File: src/rtl/buffet_fill_pkg.sv
// Shared types and helpers for the buffet fill controller.
//   fill_state_e : fill FSM states
//   count_width  : bits needed to hold the values 0..max_val inclusive
package buffet_fill_pkg;

    typedef enum logic [1:0] {
        StIdle,
        StIssue,
        StDrain,
        StDone
    } fill_state_e;

    // Equivalent to clog2(max_val + 1), never less than 1.
    function automatic int unsigned count_width(input int unsigned max_val);
        longint unsigned lim;
        longint unsigned mv;
        int unsigned     w;
        lim = 2;
        mv  = longint'(max_val);
        w   = 1;
        while (lim <= mv) begin
            lim = lim * 2;
            w   = w + 1;
        end
        return w;
    endfunction

endpackage

File: src/rtl/buffet_credit_counter.sv
// Local credit pool mirroring free buffet slots.
// Ports:
//   clk, reset_i : clock and synchronous active-high reset (count returns to SIZE)
//   add_amt      : number of slots returned by the buffet
//   add_valid    : add_amt is valid this cycle
//   take         : one slot reserved for an issued request
//   count        : current credit count, 0..SIZE
//   nonzero      : count != 0
//   overflow     : sticky, set when a return would push the pool above SIZE
module buffet_credit_counter
    import buffet_fill_pkg::*;
#(
    parameter int unsigned SIZE      = 256,
    parameter int unsigned IDX_WIDTH = 8,
    localparam int unsigned CntW     = count_width(SIZE)
) (
    input  logic                 clk,
    input  logic                 reset_i,
    input  logic [IDX_WIDTH-1:0] add_amt,
    input  logic                 add_valid,
    input  logic                 take,
    output logic [CntW-1:0]      count,
    output logic                 nonzero,
    output logic                 overflow
);

    // One spare bit so count + add never wraps before the clamp compare.
    localparam int unsigned SumW = ((CntW > IDX_WIDTH) ? CntW : IDX_WIDTH) + 1;

    logic [CntW-1:0] count_q, count_d;
    logic            overflow_q, overflow_d;
    logic [SumW-1:0] sum;
    logic            take_ok;

    // A take on an empty pool would wrap; the caller never does this.
    assign take_ok = take && (count_q != '0);

    always_comb begin
        count_d    = count_q;
        overflow_d = overflow_q;
        sum        = SumW'(count_q)
                   + (add_valid ? SumW'(add_amt) : SumW'(0))
                   - SumW'(take_ok);
        if (sum > SumW'(SIZE)) begin
            count_d    = CntW'(SIZE);
            overflow_d = 1'b1;
        end else begin
            count_d = sum[CntW-1:0];
        end
    end

    always_ff @(posedge clk) begin
        if (reset_i) begin
            count_q    <= CntW'(SIZE);
            overflow_q <= 1'b0;
        end else begin
            count_q    <= count_d;
            overflow_q <= overflow_d;
        end
    end

    assign count    = count_q;
    assign nonzero  = (count_q != '0);
    assign overflow = overflow_q;

endmodule

File: src/rtl/buffet_fill_ctrl.sv
// Buffet fill controller: turns a (base, length) fill command into in-order
// memory word reads and forwards the responses to the buffet push port.
// Every request first reserves a buffet slot from a local credit pool that the
// buffet replenishes, so pushes can never overrun buffet storage.
// Ports:
//   clk, reset_i                 : clock, synchronous active-high reset
//   cmd_addr/len/valid/ready     : fill command (word address, length in words)
//   mem_req_addr/valid/ready     : memory read request
//   mem_resp_data/valid/ready    : in-order memory read response
//   push_data/valid/ready        : buffet push port
//   credit_in/valid/ready        : freed slots returned by the buffet
//   busy                         : a command is in progress
//   done                         : one-cycle pulse at command completion
//   credit_err                   : sticky, credit pool overflowed
module buffet_fill_ctrl
    import buffet_fill_pkg::*;
#(
    parameter int unsigned IDX_WIDTH       = 8,
    parameter int unsigned DATA_WIDTH      = 32,
    parameter int unsigned ADDR_WIDTH      = 32,
    parameter int unsigned LEN_WIDTH       = 16,
    parameter int unsigned SIZE            = 256,
    parameter int unsigned MAX_OUTSTANDING = 8
) (
    input  logic                  clk,
    input  logic                  reset_i,
    input  logic [ADDR_WIDTH-1:0] cmd_addr,
    input  logic [LEN_WIDTH-1:0]  cmd_len,
    input  logic                  cmd_valid,
    output logic                  cmd_ready,
    output logic [ADDR_WIDTH-1:0] mem_req_addr,
    output logic                  mem_req_valid,
    input  logic                  mem_req_ready,
    input  logic [DATA_WIDTH-1:0] mem_resp_data,
    input  logic                  mem_resp_valid,
    output logic                  mem_resp_ready,
    output logic [DATA_WIDTH-1:0] push_data,
    output logic                  push_data_valid,
    input  logic                  push_data_ready,
    input  logic [IDX_WIDTH-1:0]  credit_in,
    input  logic                  credit_in_valid,
    output logic                  credit_in_ready,
    output logic                  busy,
    output logic                  done,
    output logic                  credit_err
);

    localparam int unsigned CntW = count_width(SIZE);
    localparam int unsigned OutW = count_width(MAX_OUTSTANDING);

    fill_state_e           state_q, state_d;
    logic [ADDR_WIDTH-1:0] cur_addr_q, cur_addr_d;
    logic [LEN_WIDTH-1:0]  remaining_q, remaining_d;
    logic [OutW-1:0]       outstanding_q, outstanding_d;
    logic [DATA_WIDTH-1:0] push_data_q, push_data_d;
    logic                  push_valid_q, push_valid_d;

    logic [CntW-1:0]       credit_cnt;
    logic                  credit_nonzero;
    logic                  req_fire;
    logic                  resp_fire;
    logic                  resp_load;
    logic                  push_fire;

    buffet_credit_counter #(
        .SIZE      (SIZE),
        .IDX_WIDTH (IDX_WIDTH)
    ) u_credit (
        .clk       (clk),
        .reset_i   (reset_i),
        .add_amt   (credit_in),
        .add_valid (credit_in_valid && credit_in_ready),
        .take      (req_fire),
        .count     (credit_cnt),
        .nonzero   (credit_nonzero),
        .overflow  (credit_err)
    );

    assign credit_in_ready = 1'b1;

    assign req_fire  = mem_req_valid && mem_req_ready;
    assign push_fire = push_valid_q && push_data_ready;
    assign resp_fire = mem_resp_valid && mem_resp_ready;
    // Responses while idle are accepted but dropped: nothing asked for them.
    assign resp_load = resp_fire && (state_q != StIdle);

    // The output register can take a new word whenever it is empty or draining.
    assign mem_resp_ready  = !push_valid_q || push_data_ready;
    assign push_data       = push_data_q;
    assign push_data_valid = push_valid_q;
    assign mem_req_addr    = cur_addr_q;

    // Fill FSM; mem_req_valid is a function of registered state only.
    always_comb begin
        state_d       = state_q;
        cur_addr_d    = cur_addr_q;
        remaining_d   = remaining_q;
        cmd_ready     = 1'b0;
        mem_req_valid = 1'b0;
        busy          = 1'b1;
        done          = 1'b0;
        unique case (state_q)
            StIdle: begin
                cmd_ready = 1'b1;
                busy      = 1'b0;
                if (cmd_valid) begin
                    cur_addr_d  = cmd_addr;
                    remaining_d = cmd_len;
                    state_d     = (cmd_len == '0) ? StDone : StIssue;
                end
            end
            StIssue: begin
                mem_req_valid = (remaining_q != '0) && credit_nonzero
                             && (outstanding_q < OutW'(MAX_OUTSTANDING));
                if (mem_req_valid && mem_req_ready) begin
                    cur_addr_d  = cur_addr_q + ADDR_WIDTH'(1);
                    remaining_d = remaining_q - LEN_WIDTH'(1);
                    if (remaining_q == LEN_WIDTH'(1)) begin
                        state_d = StDrain;
                    end
                end
            end
            StDrain: begin
                if ((outstanding_q == '0) && !push_valid_q) begin
                    state_d = StDone;
                end
            end
            StDone: begin
                done    = 1'b1;
                state_d = StIdle;
            end
            default: begin
                state_d = StIdle;
            end
        endcase
    end

    // Outstanding spans issue to push, so it also covers the output register.
    always_comb begin
        outstanding_d = outstanding_q;
        if (req_fire && !push_fire) begin
            outstanding_d = outstanding_q + OutW'(1);
        end else if (!req_fire && push_fire) begin
            outstanding_d = outstanding_q - OutW'(1);
        end
    end

    always_comb begin
        push_data_d  = push_data_q;
        push_valid_d = push_valid_q;
        if (resp_load) begin
            push_data_d  = mem_resp_data;
            push_valid_d = 1'b1;
        end else if (push_fire) begin
            push_valid_d = 1'b0;
        end
    end

    always_ff @(posedge clk) begin
        if (reset_i) begin
            state_q       <= StIdle;
            cur_addr_q    <= '0;
            remaining_q   <= '0;
            outstanding_q <= '0;
            push_data_q   <= '0;
            push_valid_q  <= 1'b0;
        end else begin
            state_q       <= state_d;
            cur_addr_q    <= cur_addr_d;
            remaining_q   <= remaining_d;
            outstanding_q <= outstanding_d;
            push_data_q   <= push_data_d;
            push_valid_q  <= push_valid_d;
        end
    end

    credit_in_range: assert property (@(posedge clk) disable iff (reset_i)
        credit_cnt <= CntW'(SIZE));

    outstanding_in_range: assert property (@(posedge clk) disable iff (reset_i)
        outstanding_q <= OutW'(MAX_OUTSTANDING));

endmodule

File: config.mk
export PLATFORM = sky130hd
export DESIGN_NAME = buffet_fill_ctrl
export DESIGN_NICKNAME = d
export VERILOG_FILES = /design/src/rtl/buffet_fill_pkg.sv /design/src/rtl/buffet_credit_counter.sv /design/src/rtl/buffet_fill_ctrl.sv
export SDC_FILE = /design/constraint.sdc
export NUM_CORES = 1
export LEC_CHECK = 0
export CAP_MARGIN = 20
export CORE_MARGIN = 8
export CORE_UTILIZATION = 50
export DETAILED_ROUTE_END_ITERATION = 10
export PLACE_DENSITY = 0.84
export SKIP_LAST_GASP = 1
export SYNTH_ARGS = -nofsm -noshare
export SYNTH_HDL_FRONTEND = slang
export SYNTH_SLANG_ARGS = --single-unit
File: constraint.sdc
create_clock -name clk -period 10.31 [get_ports clk]
set_input_delay 1.031 -clock clk [delete_from_list [all_inputs] [get_ports clk]]
set_output_delay 1.031 -clock clk [all_outputs]
set_load 0.05 [all_outputs]
# Word-level counts from Yosys, hierarchy flattened

Cells that the tools add are included.

Memory bits (read-only): 0
Word-level logic and storage cells: 72
Input port bits: 95
Latch bits: 0
Memory bits (writable): 0
Memories kept: 0
Bits in registers: 97
Output and inout bits: 72

Reduce and logical (&&, ||, !) cells: 27
Bitwise logic cells: 0
Order comparisons: 2
Shift operators: 0
Div/mod/pow operators: 0
Muxes and demuxes: 21
Add/subtract/negate cells: 6
Multiply operators: 0
Equal/unequal tests: 8

Operator list:

| kind                  | count |
|---|---|
| $mux 32               | 2 |
| $pmux 32 s2           | 1 |
| $add 32x1->32 const B | 1 |
| $mux 16               | 2 |
| $pmux 16 s2           | 1 |
| $eq 16x1->1 const B   | 1 |
| $logic_not 16->1      | 1 |
| $reduce_bool 16->1    | 1 |
| $sub 16x1->16 const B | 1 |
| $logic_and 1x1->1     | 11 |
| $add 9x10->10         | 1 |
| $gt 10x9->1 const B   | 1 |
| $mux 2                | 5 |
| $sub 10x1->10         | 1 |
| $reduce_bool 9->1     | 1 |
| $mux 4                | 2 |
| $mux 8                | 1 |
| $ne 2x2->1 const B    | 4 |
| $pmux 2 s4            | 1 |
| $reduce_bool 2->1     | 4 |
| $mux 1                | 6 |
| $add 4x1->4 const B   | 1 |
| $eq 2x2->1 const B    | 2 |
| $logic_not 4->1       | 1 |
| other kinds (9)       | 11 |

# Logic depth before layout (Yosys ltp)

Gate-level depths: netlist of the first run.

Depth in word-level cells: 9
Depth in mapped cells: 17
Gate-level depth less buffers: 17

# By module

A second synthesis of the first run with hierarchy kept.

Cell total of the unflattened synthesis: 760
Area, all modules: 5743.0 um2

Modules (own cells, without submodules):

| module                | area each (um2) | times used | cells each | sequential area each (um2) |
|---|---|---|---|---|
| buffet_fill_ctrl      | 4762.1          | 1          | 634        | 1741.7 |
| buffet_credit_counter | 980.9           | 1          | 126        | 200.2 |

# Least setup slack after synthesis of the first run

Ideal clock, no wire load.

Path type: register -> register
Start: reg remaining_q[0]
End: reg u_credit.overflow_q (netlist: u_credit.overflow)
Clock period less this slack: 4.365 ns
Buffers on the path: 0
Data required time: 10.190 ns
Setup slack: 5.945 ns
Setup time: 0.120 ns
Cell stages (with the launch flop): 18
Arrival: 4.246 ns
Cells stage by stage: dfxtp_1 inv_1 ha_1 nor3b_2 nand4_1 and3_1 and2_1 ha_1 inv_1 ha_1 inv_1 fa_1 nor2b_4 or4_1 a211o_1 o211a_1 o41a_1 o31a_1

Cells in the longest elaborated chain, start to end: 8

RTL lines:

| what                    | RTL line                    | source |
|---|---|---|
| from (decl)             | buffet_fill_ctrl.sv:53      | `logic [LEN_WIDTH-1:0] remaining_q, remaining_d;` |
| from (signal assigned)  | buffet_fill_ctrl.sv:170     | `remaining_q <= remaining_d;` |
| $reduce_bool 16->1      | buffet_fill_ctrl.sv:113     | `mem_req_valid = (remaining_q != '0) && credit_nonzero` |
| $logic_and 1x1->1       | buffet_fill_ctrl.sv:113     |  |
| $logic_and 1x1->1       | buffet_fill_ctrl.sv:114     | `&& (outstanding_q < OutW'(MAX_OUTSTANDING));` |
| $mux 1                  | buffet_fill_ctrl.sv:102     | `unique case (state_q)` |
| named net mem_req_valid | buffet_fill_ctrl.sv:32      | `output logic mem_req_valid,` |
| $logic_and 1x1->1       | buffet_fill_ctrl.sv:81      | `assign req_fire = mem_req_valid && mem_req_ready;` |
| $logic_and 1x1->1       | buffet_credit_counter.sv:36 | `assign take_ok = take && (count_q != '0);` |
| $sub 10x1->10           | buffet_credit_counter.sv:43 | `- SumW'(take_ok);` |
| $gt 10x9->1             | buffet_credit_counter.sv:44 | `if (sum > SumW'(SIZE)) begin` |
| to (signal assigned)    | buffet_credit_counter.sv:58 | `overflow_q <= overflow_d;` |
| to (decl)               | buffet_credit_counter.sv:31 | `logic overflow_q, overflow_d;` |

The timed path passes the listed nets, and every way through them passes these cells.
A chain may end at the register's enable or synchronous reset.

# Worst setup path in the final report of the first run

Start: reg remaining_q[0]
End: reg u_credit.overflow_q (netlist: u_credit.overflow)

Cells in the longest elaborated chain, start to end: 8

RTL lines:

| what               | RTL line |
|---|---|
| $reduce_bool 16->1 | buffet_fill_ctrl.sv:113 |
| $logic_and 1x1->1  | buffet_fill_ctrl.sv:113 |
| $logic_and 1x1->1  | buffet_fill_ctrl.sv:114 |
| $mux 1             | buffet_fill_ctrl.sv:102 |
| $logic_and 1x1->1  | buffet_fill_ctrl.sv:81 |
| $logic_and 1x1->1  | buffet_credit_counter.sv:36 |
| $sub 10x1->10      | buffet_credit_counter.sv:43 |
| $gt 10x9->1        | buffet_credit_counter.sv:44 |

Every way passes these cells.

==> flow_metrics.tcl, run 1 <==
set metrics [dict create \
    status "finished clean" \
    dp_hpwl_um 13300 \
    clk_latency_ns 0.37 \
    powerDensity_nw_per_um2 293 \
    drt-initial-drc-count 627 \
    port_buffers 165 \
    start_util 0.517 \
    synth_area_um2 5630 \
    period_share 0.442 \
    yosysSeqAreaShare 0.345 \
    synth.distinct_cells 71 \
    first_global_vias 6001 \
    cts_setup_buffers 0 \
    dr.pass1.iters 6 \
    critical_path_buf_inv_count 3 \
    ctsResizeCount 0 \
    rsz0062_at_grt "no" \
    numCtsBuffers 9 \
    regArea_um2 1940 \
    wirelength_um 18200 \
    ir_worst_vdd_uv 149 \
    slew-limit-headroom 0.293 \
    synth_nets 856 \
    startpoint_type "flip-flop" \
    ys_top_cells_by_area "dfxtp_1 (35%), nand2_1 (7.3%), a21oi_1 (6.4%)" \
    cts_root_buf "clkbuf_8" \
    tightest_slew_ns 1.06 \
    nFillCells 942 \
    vias 6082 \
    crit_fanout 7 \
    leakage_nw 2.75 \
    cts_buffer_depth 2 \
    ys_warn_count 0 \
    ys_top_cells_by_count "nand2_1 (109), dfxtp_1 (97), a21oi_1 (72), o21ai_0 (53), nor2_1 (48)" \
    fmax_ghz 0.220 \
    drive_above_1_share 0.0412 \
    io_pins 167 \
    syn_to_final_growth_pct 32.6 \
    slowest_delay_ns 0.52 \
    worstPathArrival_ns 4.82 \
    worstPathCellList "inv_1, ha_1, nor3b_2, nand4_1, and3_1, and2_1, ha_1, inv_1, ha_1, inv_1, fa_1, nor2b_4, or4_1, a211o_1, o211a_1, o41a_1, o31a_1" \
    synth.most_common_cell "nand2_1" \
    critPathCaptureType "flip-flop" \
    syn_inst 732 \
    grt_start_max_net_pins 80 \
    slowest_stage "o41a_1" \
    die_y_um 122 \
    grt_overflow_total 0 \
    setup_viol 0 \
    antenna_left 0 \
    grt_usage 0.242 \
    place_congestion 0.893 \
    core_um2 10900 \
    path_class "flip-flop to flip-flop" \
    antenna_cells 0 \
    syn_avg_cell_area_um2 7.68 \
    cp_top_family "simple AND/OR/NAND/NOR gates" \
    die_width_um 122 \
    utilization 0.685 \
    hold_violations 0 \
    tns_ns 0 \
    hold_buffers 0 \
    cts_max_level 3 \
    async_flop_share 0 \
    drc 0 \
    antenna_found_initial 0 \
    cts.clk_slew.worst_paths_ns 0.10 \
    routedWlPerCell_um 18.0 \
    cts_tree "done" \
    synth_edf_count 0 \
    die_area_um2 14900 \
    period_needed_ns 4.55 \
    nNetsFinal 992 \
    skew_ns 0.00677 \
    fp-row-count 38 \
    grt_pass1_wl_um 29800 \
    synth_area_leader_cell "dfxtp_1" \
    drt-vias-per-instance 6.00 \
    synth-seq-cells 97 \
    drv_slew 0 \
    multiInputGateArea_um2 3310 \
    yosys_most_used_dff "dfxtp_1" \
    required_ns 10.58 \
    synth_top_area_share 0.345 \
    cap_violations 0 \
    cts.sinks 97 \
    hold_path_class "flip-flop to flip-flop" \
]
==> per-layer routing <==
| layer | share of wire | vias to the layer above | track usage |
|---|---|---|---|
| li1 | - | 2899 | - |
| met2 | 0.47 | 311 | 0.400 |
| met1 | 0.41 | 2832 | 0.292 |
| met4 | 0.023 | 0 | 0.0746 |
| met5 | 0 | - | 0 |
| met3 | 0.10 | 40 | 0.0810 |
==> report_power, final <==
part	internal (mW)	switching, mW	total (mW)
logic	0.478	0.855	1.33
clock network	0.0905	0.144	0.235
registers	0.489	0.129	0.618
==> worst reg2reg max path, delay by kind of cell (launching register included) <==
family	cells	cell delay, ns
buffers and inverters	3	0.19
and+or+nand+nor	6	1.76
AOI/OAI and AO/OA	4	1.24
adders and majority gates	4	0.90
DFF	1	0.38
==> cells by family after synthesis <==
| group | Yosys count | share of synthesized area |
|---|---|---|
| AND/OR/NAND/NOR | 293 | 0.264 |
| other | 1 | 0.000667 |
| flip-flops | 97 | 0.345 |
| multiplexers | 3 | 0.00534 |
| buffers and inverters | 88 | 0.0667 |
| AO/OA/AOI/OAI | 208 | 0.230 |
| XOR/XNOR | 13 | 0.0202 |
| adder cells (fa/ha/maj) | 29 | 0.0672 |
==> area by class of cell <==
cell class | count | area share
multi-input cells | 547 | 0.444
flip-flops and latches | 97 | 0.260
repair buffers | 170 | 0.227
well taps | 140 | 0.0235
inverters | 43 | 0.0216
clock buffers | 9 | 0.0166
clock inverters | 7 | 0.00721
==> flip-flops by register name (all words and copies together) (netlist names) <==
register / count
push_data_valid: 1
push_data: 32
state_q: 2
mem_req_addr: 32
u_credit.count: 9
remaining_q: 16
u_credit.overflow: 1
outstanding_q: 4
==> placed cells by master (no fill, tap or decap), types with 4 or more instances in the layout <==
cell             instances
a41oi_1                  4
a211oi_1                12
buf_4                    4
o21ai_0                 53
and3_1                  12
a311oi_1                10
nand2b_1                 7
o211a_1                  4
clkdlybuf4s50_1        164
a21oi_1                 72
xor2_1                   4
nor3_1                  21
inv_1                   42
nor2_1                  48
xnor2_1                  9
clkbuf_8                 9
o21a_1                   5
nand3_1                 21
nor2b_1                  6
and4_1                   6
nand4_1                 13
and2_1                   6
dfxtp_1                 97
nor4_1                  20
a31oi_1                 12
ha_1                    26
nand2_1                109
==> metrics by stage <==
stage	power (mW)	worst slack [ns]	hold slack [ns]	cells	cell area, um2
6_report	2.18	5.76	0.458	1013	7460
5_1_grt	2.34	5.44	0.468	1013	7460
4_1_cts	2.17	5.78	0.461	1012	7440
3_5_place_dp	1.94	5.81	0.448	996	7270
3_3_place_gp	1.89	5.97	0.441	996	7270
2_1_floorplan	1.55	5.94	0.470	732	5630
==> path summary, 6_finish.rpt <==
kind	start	to	slack, ns	cells after the start
worst max-delay path	remaining_q[0]	u_credit.overflow	5.76	17
worst min-delay path	push_data[29]	push_data[29]	0.46	2
worst max register to register	remaining_q[0]	u_credit.overflow	5.76	17
worst min register to register	push_data[29]	push_data[29]	0.46	2
Power figures use the tool's default switching activity.
==> run 2: changes to the inputs <==
--- a/config.mk
+++ b/config.mk
@@ -7,9 +7,9 @@
 export LEC_CHECK = 0
 export CAP_MARGIN = 20
 export CORE_MARGIN = 8
-export CORE_UTILIZATION = 50
+export CORE_UTILIZATION = 48
 export DETAILED_ROUTE_END_ITERATION = 10
-export PLACE_DENSITY = 0.84
+export PLACE_DENSITY = 0.81
 export SKIP_LAST_GASP = 1
 export SYNTH_ARGS = -nofsm -noshare
 export SYNTH_HDL_FRONTEND = slang
==> constraint.sdc (replaced) <==
create_clock -name clk -period 4.7 [get_ports clk]
set_input_delay 0.47 -clock clk [delete_from_list [all_inputs] [get_ports clk]]
set_output_delay 0.47 -clock clk [all_outputs]
set_load 0.05 [all_outputs]
==> run 2 against run 1 <==
Net effect: first-iteration DRC count shrank 13%; clock-buffer cell count grew 1; combinational power grew 120%; routed wire length grew 0.59%; non-clock buffer count grew 4; register-to-register slack lost 5.5 ns; sequential cell count is the same; hold slack lost 0.0032 ns; cell count grew 0.69%; die area grew 3.6%; worst setup slack lost 5.5 ns; critical path type unchanged; largest cell class unchanged.
==> flow_metrics.tcl, run 2 (synthesis gave the netlist of run 1 again) <==
set metrics [dict create \
    slowest_delay_ns 0.54 \
    final_common_cell "clkdlybuf4s50_1" \
    start_util 0.493 \
    antenna_found_initial 0 \
    cts.sinks 97 \
    grt_pass1_wl_um 30100 \
    worstPathArrival_ns 4.69 \
    p_int_mw 2.59 \
    die_y_um 124 \
    leakage_nw 2.84 \
    die_area_um2 15400 \
    tightest_slew_ns 0.868 \
    grt_start_max_net_pins 67 \
    grt_overflow_total 0 \
    p_sw_frac 0.492 \
    grt_usage 0.229 \
    pwr-share-comb 0.582 \
    worst_slack_ns 0.244 \
    port_buffers 165 \
    skew_ns 0.0119 \
    critPathCaptureType "flip-flop" \
    layout_common_cells "clkdlybuf4s50_1 (164), nand2_1 (109), dfxtp_1 (97)" \
    period_needed_ns 4.46 \
    slowest_stage "o41a_1" \
    worstPathCellList "inv_1, ha_1, nor3b_4, nand4_1, and3_1, and2_1, ha_1, inv_1, ha_1, inv_1, fa_1, nor2b_4, or4_1, a211o_1, o211a_1, o41a_1, o31a_1" \
    drv_slew 0 \
    dp_hpwl_um 13500 \
    cp-startpoint "remaining_q[0]" \
    r2r_end "u_credit.overflow" \
    crit_fanout 7 \
    period_share 0.948 \
    utilization 0.670 \
    startpoint_type "flip-flop" \
    dr.pass1.iters 5 \
    cp_num_cells 17 \
    p_switching_mw 2.51 \
    p_clk_frac 0.151 \
    cts_buffer_depth 2 \
    setup_viol 0 \
    design_area_um2 7650 \
    cap_violations 0 \
    required_ns 4.93 \
    syn_to_final_growth_pct 36.0 \
    fp-row-count 39 \
    rr_startpoint "remaining_q[0]" \
    status "finished clean" \
    postPlaceCellArea_um2 7310 \
    slew-limit-headroom 0.421 \
    cts_root_buf "clkbuf_16" \
    fmax_ghz 0.224 \
    first_global_vias 6165 \
    drt-vias-per-instance 6.04 \
    clk_latency_ns 0.35 \
    rsz0062_at_grt "no" \
    routedWlPerCell_um 18.0 \
    critical_path_buf_inv_count 3 \
    nNetsFinal 996 \
    wirelength_um 18400 \
    io_pins 167 \
    antenna_left 0 \
    nFillCells 963 \
    seqPwrFrac 0.267 \
    path_class "flip-flop to flip-flop" \
    numCtsBuffers 9 \
    power_mw 5.11 \
    cts_setup_buffers 0 \
    antenna_cells 0 \
    pre_cts_ws_ns 0.230 \
    drc 0 \
    cts_max_level 3 \
    crit_end "u_credit.overflow" \
    cp_top_family "simple AND/OR/NAND/NOR gates" \
    place_congestion 0.903 \
    tns_ns 0 \
    r2r_cells 17 \
    hold_violations 0 \
    ir_worst_vdd_uv 353 \
    hold_path_class "flip-flop to flip-flop" \
    drt-initial-drc-count 544 \
    die_width_um 124 \
    drive_above_1_share 0.0456 \
    core_um2 11400 \
    vias 6159 \
    powerDensity_nw_per_um2 668 \
    cts.clk_slew.worst_paths_ns 0.07 \
    reg2reg_slack_ns 0.24 \
    cts_tree "done" \
]
==> run 2: power by group through the flow <==
stage | Clock (mW) | Combinational, mW | Sequential, mW
floorplan | 0 | 1.59 | 1.82
global placement | 0 | 2.82 | 1.34
detailed placement | 0 | 2.92 | 1.37
CTS | 0.782 | 2.93 | 1.35
global route | 0.820 | 3.22 | 1.40
finish | 0.773 | 2.97 | 1.36
==> run 2: timing repair <==
action | 4_1_cts | 5_1_grt
gates resized for setup | 0 | 1
endpoints found under the setup margin | 0 | 6
hold buffers | 0 | 0
==> run 2: cell type report <==
| class | count | area (um2) | share of cell area |
|---|---|---|---|
| flip-flops and latches | 97 | 1940 | 0.254 |
| well taps | 143 | 179 | 0.0234 |
| clock inverters | 6 | 72.6 | 0.00948 |
| inverters | 43 | 161 | 0.0211 |
| multi-input cells | 547 | 3320 | 0.433 |
| repair buffers | 174 | 1740 | 0.228 |
| clock buffers | 10 | 239 | 0.0312 |
==> run 2: worst min-delay path by stage <==
stage,start,to,cells past startpoint
final,push_data[28],push_data[28],2
after global routing,push_data[25],push_data[25],2
after CTS,push_data[29],push_data[29],2
after detailed placement,push_data[2],push_data[2],2
after global placement,push_data[28],push_data[28],2
after floorplan,remaining_q[7],remaining_q[7],2
==> run 2: through the flow <==
step / hold WS, ns / std cells
floorplan: 0.470 / 732
finish: 0.455 / 1020
detailed placement: 0.449 / 1003
global placement: 0.441 / 1002
CTS: 0.459 / 1019
global route: 0.475 / 1020
==> run 2: metal layers <==
metal | GRT usage | share of wire
met5 | 0 | 0
met4 | 0.0978 | 0.024
met3 | 0.0898 | 0.11
met2 | 0.369 | 0.47
met1 | 0.263 | 0.40
==> run 2: tightest hold or removal path, stage by stage, from the launching register on <==
cell,delay [ns]
dfxtp_1,0.31
nand2_1,0.05
a21oi_1,0.05
==> run 3: changes to the inputs <==
--- a/config.mk
+++ b/config.mk
@@ -9,8 +9,10 @@
 export CORE_MARGIN = 8
 export CORE_UTILIZATION = 48
 export DETAILED_ROUTE_END_ITERATION = 10
+export GPL_ROUTABILITY_DRIVEN = 0
 export PLACE_DENSITY = 0.81
 export SKIP_LAST_GASP = 1
 export SYNTH_ARGS = -nofsm -noshare
 export SYNTH_HDL_FRONTEND = slang
+export SYNTH_HIERARCHICAL = 1
 export SYNTH_SLANG_ARGS = --single-unit
==> run 3 against run 2 <==
Net effect: utilization shrank 2.0 points; fmax up 4.6%; sequential cell count stayed put; routed wire length fell by 6.5%; largest cell class unchanged; highest routed layer unchanged.
==> flow_metrics.tcl, run 3 <==
set metrics [dict create \
    setup_viol 0 \
    cts.clk_slew.worst_paths_ns 0.06 \
    grt_start_max_net_pins 75 \
    synth.distinct_cells 71 \
    cts_setup_buffers 0 \
    skew_ns 0.00668 \
    p_int_mw 2.51 \
    ir_worst_vdd_uv 311 \
    cts_buffer_depth 2 \
    drive_above_1_share 0.0540 \
    wirelength_um 17200 \
    syn_avg_cell_area_um2 7.56 \
    async_flop_share 0 \
    seqPwrFrac 0.270 \
    required_ns 4.93 \
    ys_top_cells_by_area "dfxtp_1 (34%), nand2_1 (9.0%), a21oi_1 (7.3%)" \
    die_y_um 125 \
    pwr-share-comb 0.594 \
    hold_buffers 0 \
    nFillCells 1017 \
    drt-initial-drc-count 554 \
    grt_pass1_wl_um 28200 \
    drc 0 \
    dp_hpwl_um 12500 \
    dr.pass1.iters 5 \
    fp-row-count 40 \
    first_global_vias 5696 \
    leakage_nw 2.82 \
    power_mw 4.96 \
    syn_inst 760 \
    hold_path_class "flip-flop to flip-flop" \
    drv_slew 0 \
    grt_usage 0.215 \
    synth_top_area_share 0.338 \
    multiInputGateArea_um2 3450 \
    ctsResizeCount 0 \
    period_needed_ns 4.26 \
    layout_common_cells "clkdlybuf4s50_1 (164), nand2_1 (137), dfxtp_1 (97)" \
    die_area_um2 15700 \
    p_sw_frac 0.494 \
    antenna_left 0 \
    critPathCaptureType "flip-flop" \
    synth_edf_count 0 \
    rr_startpoint "remaining_q[4]" \
    slew-limit-headroom 0.352 \
    ys_top_cells_by_count "nand2_1 (137), dfxtp_1 (97), a21oi_1 (84), nor2_1 (64), inv_1 (39)" \
    numCtsBuffers 9 \
    hold_violations 0 \
    period_share 0.906 \
    cap_violations 0 \
    tightest_slew_ns 0.972 \
    worst_slack_ns 0.440 \
    yosys_most_used_dff "dfxtp_1" \
    cts_tree "done" \
    io_pins 167 \
    grt_overflow_total 0 \
    yosysSeqAreaShare 0.338 \
    vias 5949 \
    rsz0062_at_grt "no" \
    final_common_cell "clkdlybuf4s50_1" \
    drt-vias-per-instance 5.63 \
    tns_ns 0 \
    cts_root_buf "clkbuf_16" \
    path_class "flip-flop to flip-flop" \
    routedWlPerCell_um 16.3 \
    synth.most_common_cell "nand2_1" \
    synth_area_leader_cell "dfxtp_1" \
    synth-seq-cells 97 \
    status "finished clean" \
    synth_area_um2 5740 \
    startpoint_type "flip-flop" \
    hp-start "push_data[29]" \
    cp-startpoint "remaining_q[4]" \
    pre_cts_ws_ns 0.494 \
    syn_to_final_growth_pct 34.3 \
    ys_warn_count 6 \
    clk_latency_ns 0.34 \
    nNetsFinal 1028 \
    fmax_ghz 0.235 \
    synth_nets 884 \
    regArea_um2 1940 \
    cts.sinks 97 \
    antenna_found_initial 1 \
    core_um2 11900 \
    p_clk_frac 0.136 \
    start_util 0.484 \
    cts_max_level 3 \
    powerDensity_nw_per_um2 644 \
    worstPathArrival_ns 4.49 \
    die_width_um 125 \
    p_switching_mw 2.45 \
    port_buffers 165 \
    crit_fanout 7 \
]
## run 3: final timing paths
check / slack (ns) / to / depth (start not counted)
setup reg to reg: 0.44 / u_credit/overflow / 17
hold / removal: 0.45 / push_data[29] / 2
setup / recovery: 0.44 / u_credit/overflow / 17
hold reg to reg: 0.45 / push_data[29] / 2
## run 3: metrics by stage
step,instance area (um2),hold slack [ns],cells,utilization
final,7710,0.453,1056,0.650
after global routing,7710,0.475,1055,0.650
after CTS,7690,0.454,1054,0.649
after detailed placement,7430,0.447,1039,0.626
after global placement,7430,0.441,1039,0.626
after floorplan,5740,0.445,760,-
## run 3: critical path, cell delays in order (launching register included)
cell and delay (ns):
dfxtp_1 0.36, or4_4 0.59, nor3_1 0.30, and2_1 0.20
a21o_2 0.18, inv_1 0.08, and2_1 0.15, ha_1 0.28
inv_1 0.06, ha_1 0.17, inv_1 0.06, fa_1 0.39
nand2b_1 0.19, a21oi_2 0.21, nor4b_1 0.08, a211oi_1 0.33
a31oi_2 0.24, o31a_1 0.29
## run 3: cell families after synthesis
family / after synthesis / synth area share
XOR/XNOR: 12 / 0.0183
adder cells (fa/ha/maj): 29 / 0.0658
flip-flops: 97 / 0.338
AO/OA/AOI/OAI: 215 / 0.241
buffers and inverters: 81 / 0.0621
AND/OR/NAND/NOR: 321 / 0.267
multiplexers: 4 / 0.00741
other: 1 / 0.000653
## run 3: area by class of cell
type	count	share of cell area
clock buffer	12	0.0320
antenna	1	0.000324
multi-input combinational	582	0.447
inverter	40	0.0195
timing repair buffer	174	0.223
clock inverter	3	0.00227
sequential	97	0.252
tap	147	0.0238
## run 3: routing by layer
metal,GRT usage,part of all wire
met1,0.250,0.42
met2,0.353,0.46
met3,0.0888,0.10
met4,0.0623,0.011
met5,0,0
## run 3: power groups by stage
| stage | sequential (mW) | clock (mW) | combinational, mW |
|---|---|---|---|
| after floorplan | 1.82 | 0 | 1.68 |
| after global placement | 1.34 | 0 | 2.87 |
| after detailed placement | 1.35 | 0 | 2.91 |
| after CTS | 1.34 | 0.691 | 2.94 |
| after global routing | 1.38 | 0.727 | 3.21 |
| final | 1.34 | 0.676 | 2.95 |
